==> src/rtl/song_pkg.sv <==
// rtl/song_pkg.sv - song sequencer shared widths, state encoding and end-of-song marker
package song_pkg;

    localparam int SONG_W_DEF = 2;
    localparam int IDX_W_DEF  = 5;
    localparam int NOTE_W_DEF = 6;
    localparam int DUR_W_DEF  = 6;

    // A duration of zero marks the end of a song in the ROM.
    localparam int END_DUR = 0;

    typedef enum logic [2:0] {
        S_IDLE      = 3'd0,
        S_FETCH     = 3'd1,
        S_ISSUE     = 3'd2,
        S_WAIT_NOTE = 3'd3,
        S_DONE      = 3'd4
    } state_t;

endpackage

==> src/rtl/dffr.sv <==
// rtl/dffr.sv - W-bit flop with synchronous active-high clear and load enable
module dffr #(
    parameter int W = 1
) (
    input  logic         clk,
    input  logic         reset,
    input  logic         en,
    input  logic [W-1:0] d,
    output logic [W-1:0] q
);

    always_ff @(posedge clk) begin
        if (reset) begin
            q <= '0;
        end else if (en) begin
            q <= d;
        end
    end

endmodule

==> src/rtl/note_index_counter.sv <==
// rtl/note_index_counter.sv - note index counter with sync clear, increment enable and terminal flag
module note_index_counter #(
    parameter int IDX_W = 5
) (
    input  logic             clk,
    input  logic             clear,   // synchronous, wins over inc
    input  logic             inc,     // advance by one; ignored at terminal count
    output logic [IDX_W-1:0] index,
    output logic             last     // index is at its final value
);

    logic [IDX_W-1:0] index_plus;

    assign last       = &index;
    assign index_plus = index + IDX_W'(1);

    // Saturates at the terminal count: the last note of a song never wraps to entry 0.
    dffr #(.W(IDX_W)) u_index (
        .clk   (clk),
        .reset (clear),
        .en    (inc && !last),
        .d     (index_plus),
        .q     (index)
    );

endmodule

==> src/rtl/song_sequencer.sv <==
// rtl/song_sequencer.sv - fetches song ROM words and issues notes to the player (optional SONG_SEQ_PREFETCH_EN)
module song_sequencer
    import song_pkg::*;
#(
    parameter int SONG_W = SONG_W_DEF,
    parameter int IDX_W  = IDX_W_DEF,
    parameter int NOTE_W = NOTE_W_DEF,
    parameter int DUR_W  = DUR_W_DEF
) (
    input  logic                    clk,
    input  logic                    reset,         // synchronous, active-high
    input  logic                    play,          // 1 = playing, 0 = paused
    input  logic                    reset_player,  // restart current song
    input  logic [SONG_W-1:0]       song,          // song select, latched in IDLE
    input  logic                    note_done,     // pulse: current note finished
    output logic [SONG_W+IDX_W-1:0] rom_addr,      // {song_lat, index}
    input  logic [NOTE_W+DUR_W-1:0] rom_data,      // {note, duration}, one cycle after rom_addr
    output logic                    new_note,      // pulse: note/duration newly issued
    output logic [NOTE_W-1:0]       note,
    output logic [DUR_W-1:0]        duration,
    output logic                    song_done      // pulse: end of song
);

    localparam int WORD_W = NOTE_W + DUR_W;

    logic              clr;
    logic [2:0]        state_q;
    state_t            state;
    state_t            state_next;
    logic [SONG_W-1:0] song_lat;
    logic [IDX_W-1:0]  index;
    logic [IDX_W-1:0]  index_plus;
    logic              idx_last;
    logic              idx_inc;
    logic              load;
    logic              done_pulse;
    logic [WORD_W-1:0] issue_word;
    logic [NOTE_W-1:0] issue_note;
    logic [DUR_W-1:0]  issue_dur;

    // reset_player restarts the song exactly as a full reset would.
    assign clr        = reset | reset_player;
    assign state      = state_t'(state_q);
    assign index_plus = index + IDX_W'(1);
    assign issue_note = issue_word[WORD_W-1:DUR_W];
    assign issue_dur  = issue_word[DUR_W-1:0];

    dffr #(.W(3)) u_state (
        .clk   (clk),
        .reset (clr),
        .en    (1'b1),
        .d     (state_next),
        .q     (state_q)
    );

    // The selected song tracks the controller while idle and is frozen once playback starts.
    dffr #(.W(SONG_W)) u_song_lat (
        .clk   (clk),
        .reset (1'b0),
        .en    (clr || state == S_IDLE),
        .d     (song),
        .q     (song_lat)
    );

    note_index_counter #(.IDX_W(IDX_W)) u_index (
        .clk   (clk),
        .clear (clr),
        .inc   (idx_inc),
        .index (index),
        .last  (idx_last)
    );

    dffr #(.W(NOTE_W)) u_note (
        .clk   (clk),
        .reset (clr),
        .en    (load),
        .d     (issue_note),
        .q     (note)
    );

    dffr #(.W(DUR_W)) u_duration (
        .clk   (clk),
        .reset (clr),
        .en    (load),
        .d     (issue_dur),
        .q     (duration)
    );

    dffr #(.W(1)) u_new_note (
        .clk   (clk),
        .reset (clr),
        .en    (1'b1),
        .d     (load),
        .q     (new_note)
    );

    dffr #(.W(1)) u_song_done (
        .clk   (clk),
        .reset (clr),
        .en    (1'b1),
        .d     (done_pulse),
        .q     (song_done)
    );

`ifdef SONG_SEQ_PREFETCH_EN
    localparam state_t AFTER_WAIT = S_ISSUE;

    logic              wait_q;
    logic              pf_used;
    logic [WORD_W-1:0] pf_word;

    // While waiting, the ROM is already addressed at the next entry. Its data is only
    // trustworthy once that address has been held for a cycle, hence wait_q; if the note
    // ends sooner, ISSUE falls back to rom_data, which by then belongs to the new index.
    dffr #(.W(1)) u_wait_q (
        .clk   (clk),
        .reset (clr),
        .en    (1'b1),
        .d     (state == S_WAIT_NOTE),
        .q     (wait_q)
    );

    dffr #(.W(1)) u_pf_used (
        .clk   (clk),
        .reset (clr),
        .en    (1'b1),
        .d     (state == S_WAIT_NOTE && wait_q),
        .q     (pf_used)
    );

    dffr #(.W(WORD_W)) u_pf_word (
        .clk   (clk),
        .reset (clr),
        .en    (state == S_WAIT_NOTE),
        .d     (rom_data),
        .q     (pf_word)
    );

    assign issue_word = pf_used ? pf_word : rom_data;
    // No look-ahead past the last entry: the song ends there instead of wrapping.
    assign rom_addr   = (state == S_WAIT_NOTE && !idx_last) ? {song_lat, index_plus}
                                                            : {song_lat, index};
`else
    localparam state_t AFTER_WAIT = S_FETCH;

    assign issue_word = rom_data;
    assign rom_addr   = {song_lat, index};
`endif

    always_comb begin
        state_next = state;
        load       = 1'b0;
        done_pulse = 1'b0;
        idx_inc    = 1'b0;
        case (state)
            S_IDLE: begin
                if (play) begin
                    state_next = S_FETCH;
                end
            end
            S_FETCH: begin
                state_next = S_ISSUE;
            end
            S_ISSUE: begin
                if (issue_dur == DUR_W'(END_DUR)) begin
                    state_next = S_DONE;
                    done_pulse = 1'b1;
                end else if (play) begin
                    load       = 1'b1;
                    state_next = S_WAIT_NOTE;
                end
            end
            S_WAIT_NOTE: begin
                // Pause is not applied here; the note player gates its own timing.
                if (note_done) begin
                    if (idx_last) begin
                        state_next = S_DONE;
                        done_pulse = 1'b1;
                    end else begin
                        idx_inc    = 1'b1;
                        state_next = AFTER_WAIT;
                    end
                end
            end
            S_DONE: begin
                state_next = S_DONE;
            end
            default: begin
                state_next = S_IDLE;
            end
        endcase
    end

endmodule

==> config.mk <==
export PLATFORM = sky130hd
export DESIGN_NAME = song_sequencer
export DESIGN_NICKNAME = d
export VERILOG_FILES = /design/src/rtl/song_pkg.sv /design/src/rtl/dffr.sv /design/src/rtl/note_index_counter.sv /design/src/rtl/song_sequencer.sv
export SDC_FILE = /design/constraint.sdc
export NUM_CORES = 1
export LEC_CHECK = 0
export BUFFER_PORTS_ARGS = -buffer_cell sky130_fd_sc_hd__buf_2
export CORE_UTILIZATION = 51
export DETAILED_ROUTE_END_ITERATION = 10
export GPL_TIMING_DRIVEN = 0
export PLACE_DENSITY = 0.91
export SYNTH_ARGS = -nofsm -noshare
export SYNTH_HDL_FRONTEND = slang
export SYNTH_HIERARCHICAL = 1
export SYNTH_SLANG_ARGS = --single-unit
==> constraint.sdc <==
create_clock -name clk -period 3.5 [get_ports clk]
set_input_delay 0.7 -clock clk [delete_from_list [all_inputs] [get_ports clk]]
set_output_delay 0.7 -clock clk [all_outputs]
set_load 0.005 [all_outputs]
==> report_table.html <==
<table>
<tr><th>Metric</th><th>Value</th></tr>
<tr><th colspan="2">Status</th></tr>
<tr><td>Outcome</td><td>complete, no violations</td></tr>
<tr><th colspan="2">Route</th></tr>
<tr><td>Residual DRC count</td><td>0</td></tr>
<tr><td>Number of routed nets with antenna violations</td><td>0</td></tr>
<tr><td>Total iterations of the first detailed-routing run</td><td>4</td></tr>
<tr><td>Drt wl/cell</td><td>11.4 um</td></tr>
<tr><td>Via count</td><td>889</td></tr>
<tr><td>Via-per-instance ratio</td><td>4.81</td></tr>
<tr><td>Initial detailed-routing violation count</td><td>9</td></tr>
<tr><td>Total wirelength of the detailed-routed design</td><td>2.12 mm</td></tr>
<tr><th colspan="2">Synthesis</th></tr>
<tr><td>Flop and latch count out of synthesis</td><td>24</td></tr>
<tr><td>Number of library cell types mapped by synthesis</td><td>26</td></tr>
<tr><td>Post-synthesis sequential area ratio</td><td>0.451</td></tr>
<tr><td>Syn_area_per_cell</td><td>9.69 um2</td></tr>
<tr><td>Dominant cells by area after synthesis</td><td>dfxtp_1 45%, mux2i_1 23%, nor2_1 9.2%</td></tr>
<tr><td>Number of standard cells after synthesis</td><td>110</td></tr>
<tr><td>Commonest register cell after synthesis</td><td>dfxtp_1</td></tr>
<tr><td>Cell type with the highest aggregate area in the netlist</td><td>dfxtp_1</td></tr>
<tr><td>Area share of the largest cell type after synthesis</td><td>0.451</td></tr>
<tr><td>Number of flops mapped to enable cells by yosys</td><td>0</td></tr>
<tr><td>Post-Synthesis Cell Area</td><td>1070 um2</td></tr>
<tr><td>Count of warnings emitted by yosys</td><td>6</td></tr>
<tr><td>Async set-or-reset flop fraction in the synthesized netlist</td><td>0</td></tr>
<tr><th colspan="2">Power</th></tr>
<tr><td>Standby leakage power</td><td>0.000607 uW</td></tr>
<tr><td>Power density of the placed cells</td><td>366 nW/um2</td></tr>
<tr><td>Maximum vdd drop</td><td>0.000284 V</td></tr>
<tr><th colspan="2">GRT</th></tr>
<tr><td>Gr ovfl total</td><td>0</td></tr>
<tr><td>Global-route wire length before repair</td><td>3.12 mm</td></tr>
<tr><td>Overall global routing resource usage</td><td>0.193</td></tr>
<tr><td>Number of global-route vias before repair</td><td>776</td></tr>
<tr><td>Antenna violations before repair</td><td>0</td></tr>
<tr><td>Largest net degree at the start of global routing</td><td>24</td></tr>
<tr><th colspan="2">STA</th></tr>
<tr><td>Final number of max-transition violations</td><td>0</td></tr>
<tr><td>Setup Skew</td><td>10.4 ps</td></tr>
<tr><td>Unrepaired setup endpoints after global routing</td><td>no</td></tr>
<tr><td>Pin slew with the least headroom to its limit</td><td>747 ps</td></tr>
<tr><td>Period utilisation layout</td><td>0.551</td></tr>
<tr><td>Max Freq</td><td>519 MHz</td></tr>
<tr><td>Number of endpoints with negative hold slack in the final report</td><td>0</td></tr>
<tr><td>Minimum clock period after layout</td><td>1930 ps</td></tr>
<tr><td>Worst slew slack as a fraction of its limit</td><td>0.502</td></tr>
<tr><td>Final sum of negative setup slack</td><td>0 ps</td></tr>
<tr><td>Final setup violating endpoints</td><td>0</td></tr>
<tr><th colspan="2">Floorplan</th></tr>
<tr><td>Effective utilization at floorplan</td><td>0.543</td></tr>
<tr><td>Height of the die</td><td>47.7 um</td></tr>
<tr><td>Standard-cell rows</td><td>16</td></tr>
<tr><td>IO Count</td><td>40</td></tr>
<tr><td>Die Footprint</td><td>2280 um2</td></tr>
<tr><td>Die span in x</td><td>47.7 um</td></tr>
<tr><td>Core outline area</td><td>1960 um2</td></tr>
<tr><th colspan="2">Clocking</th></tr>
<tr><td>Post-CTS Setup Repair Bufs</td><td>0</td></tr>
<tr><td>Buffer cell driving the clock tree root</td><td>clkbuf_4</td></tr>
<tr><td>Number of CTS-inserted buffers</td><td>3</td></tr>
<tr><td>Number of buffers on the longest clock path</td><td>2</td></tr>
<tr><td>H-tree lvl count</td><td>1</td></tr>
<tr><td>Number of resized instances in the post-cts repair step</td><td>0</td></tr>
<tr><td>TritonCTS Sinks</td><td>24</td></tr>
<tr><td>Number of hold buffers added after cts</td><td>0</td></tr>
<tr><td>Clock latency of the later-clocked register in the worst-skew pair</td><td>310 ps</td></tr>
<tr><td>Clock transition at the registers of the reported paths</td><td>130 ps</td></tr>
<tr><td>TritonCTS clock tree</td><td>done</td></tr>
<tr><th colspan="2">Worst setup path</th></tr>
<tr><td>Critical Path End Type</td><td>flip-flop</td></tr>
<tr><td>Critical-path top delay cell</td><td>or4_4</td></tr>
<tr><td>Cells along the critical path</td><td>buf_2, or4_4, nor3_1, nor3b_1, buf_6, mux2i_1, nor2_1</td></tr>
<tr><td>Required time at the worst-slack endpoint</td><td>3670 ps</td></tr>
<tr><td>Worst-path fanout max</td><td>6</td></tr>
<tr><td>Setup CP Type</td><td>input pin to flip-flop</td></tr>
<tr><td>Delay of the slowest cell on the worst path</td><td>550 ps</td></tr>
<tr><td>Startpoint class of the critical path</td><td>input pin</td></tr>
<tr><td>Data arrival at the endpoint of the critical path</td><td>2100 ps</td></tr>
<tr><th colspan="2">Cells and area</th></tr>
<tr><td>Ratio of cells with drive above 1 in the final layout</td><td>0.310</td></tr>
<tr><td>Filler cells</td><td>168</td></tr>
<tr><td>Layout net count</td><td>180</td></tr>
<tr><td>Number of antenna repair diodes</td><td>0</td></tr>
<tr><td>Most common cell after layout, fill and taps aside</td><td>buf_2</td></tr>
<tr><td>Final Instance Area</td><td>1370 um2</td></tr>
<tr><td>Most frequent cells in the layout</td><td>39 x buf_2, 26 x nor2_1, 24 x mux2i_1, 24 x dfxtp_1, 7 x conb_1</td></tr>
<tr><td>Register Area</td><td>480 um2</td></tr>
<tr><td>Growth of design area from synthesis to finish</td><td>28.2%</td></tr>
<tr><td>Area of combinational cells with multiple inputs</td><td>559 um2</td></tr>
<tr><th colspan="2">Place</th></tr>
<tr><td>DP Area</td><td>1310 um2</td></tr>
<tr><td>I/O Buffers</td><td>39</td></tr>
<tr><td>Routability-driven placement congestion ratio</td><td>0.886</td></tr>
<tr><td>Half-perimeter wire length of the detailed placement result</td><td>1.62 mm</td></tr>
<tr><th colspan="2">Run</th></tr>
<tr><td>Maximum Capacitance Violations</td><td>0</td></tr>
<tr><th colspan="2">Hold path</th></tr>
<tr><td>Min-Delay Path Class</td><td>flip-flop to flip-flop</td></tr>
</table>
## cell type report
class / count / share of cell area
Multi-Input combinational cell: 85 / 0.409
Sequential cell: 24 / 0.352
Timing Repair Buffer: 39 / 0.143
Buffer: 4 / 0.0275
Tap cell: 27 / 0.0247
Clock inverter: 1 / 0.0220
Clock buffer: 3 / 0.0165
Inverter: 2 / 0.00549
## cells by family (layout without fill, tap and decap cells)
family,Yosys count,in the layout,synth area share
buffers and inverters,6,49,0.0423
xor gates and xnor gates,2,2,0.0164
DFF,24,24,0.451
muxes,24,24,0.225
other,2,7,0.00704
AOI/OAI and AO/OA,5,5,0.0352
adders and majority gates,2,2,0.0235
and+or+nand+nor,45,45,0.200
## report_power, final
part | switching [uW] | internal [uW]
Combinational | 15.4 | 14.3
Sequential | 0.982 | 275
Clock | 78.9 | 116
Total | 95.2 | 405
## cell usage after synthesis (2+ instances only)
library cell / number
buf_6: 3
conb_1: 2
dfxtp_1: 24
ha_1: 2
inv_1: 2
mux2i_1: 24
nand2_1: 4
nand3_1: 2
nor2_1: 26
nor2b_1: 2
nor3_1: 3
or2_1: 2
## metal layers
metal	up-vias	wire, um	GRT usage
met4	0	16	0.0833
li1	459	-	-
met2	17	1100	0.332
met3	2	51	0.0226
met1	411	950	0.241
met5	-	0	0
## per-stage QoR
stage                     hold slack [ps]  power [uW]  std cells   util  worst slack, ps
after CTS                             508         506        185  0.696             1560
final                                 508         500        185  0.696             1570
after floorplan                       485         296        115      -             1510
after global placement                469         311        181  0.670             1300
after global routing                  552         521        185  0.696             1390
after detailed placement              476         312        181  0.670             1230
## flip-flops by register name (all words and copies together) (netlist names)
signal and count:
u_duration/q 6, u_index/u_index/q 5, u_new_note/q 1, u_note/q 6, u_song_done/q 1, u_song_lat/q 2
u_state/q 3
## worst max-delay path, delay by kind of cell
kind	cells	cell delay (ps)
muxes	1	170
and+or+nand+nor	4	970
buffers and inverters	2	260
## final timing paths
check                                    start                                 to  slack (ps)  depth (start not counted)
max                                rom_data[1]       u_duration/q[5]$_SDFFE_PP0P_        1570                          7
min               u_duration/q[4]$_SDFFE_PP0P_       u_duration/q[4]$_SDFFE_PP0P_         510                          2
max reg2reg  u_index/u_index/q[0]$_SDFFE_PP0P_  u_index/u_index/q[1]$_SDFFE_PP0P_        1580                          8
min reg2reg       u_duration/q[4]$_SDFFE_PP0P_       u_duration/q[4]$_SDFFE_PP0P_         510                          2
Power figures use the tool's default switching activity.
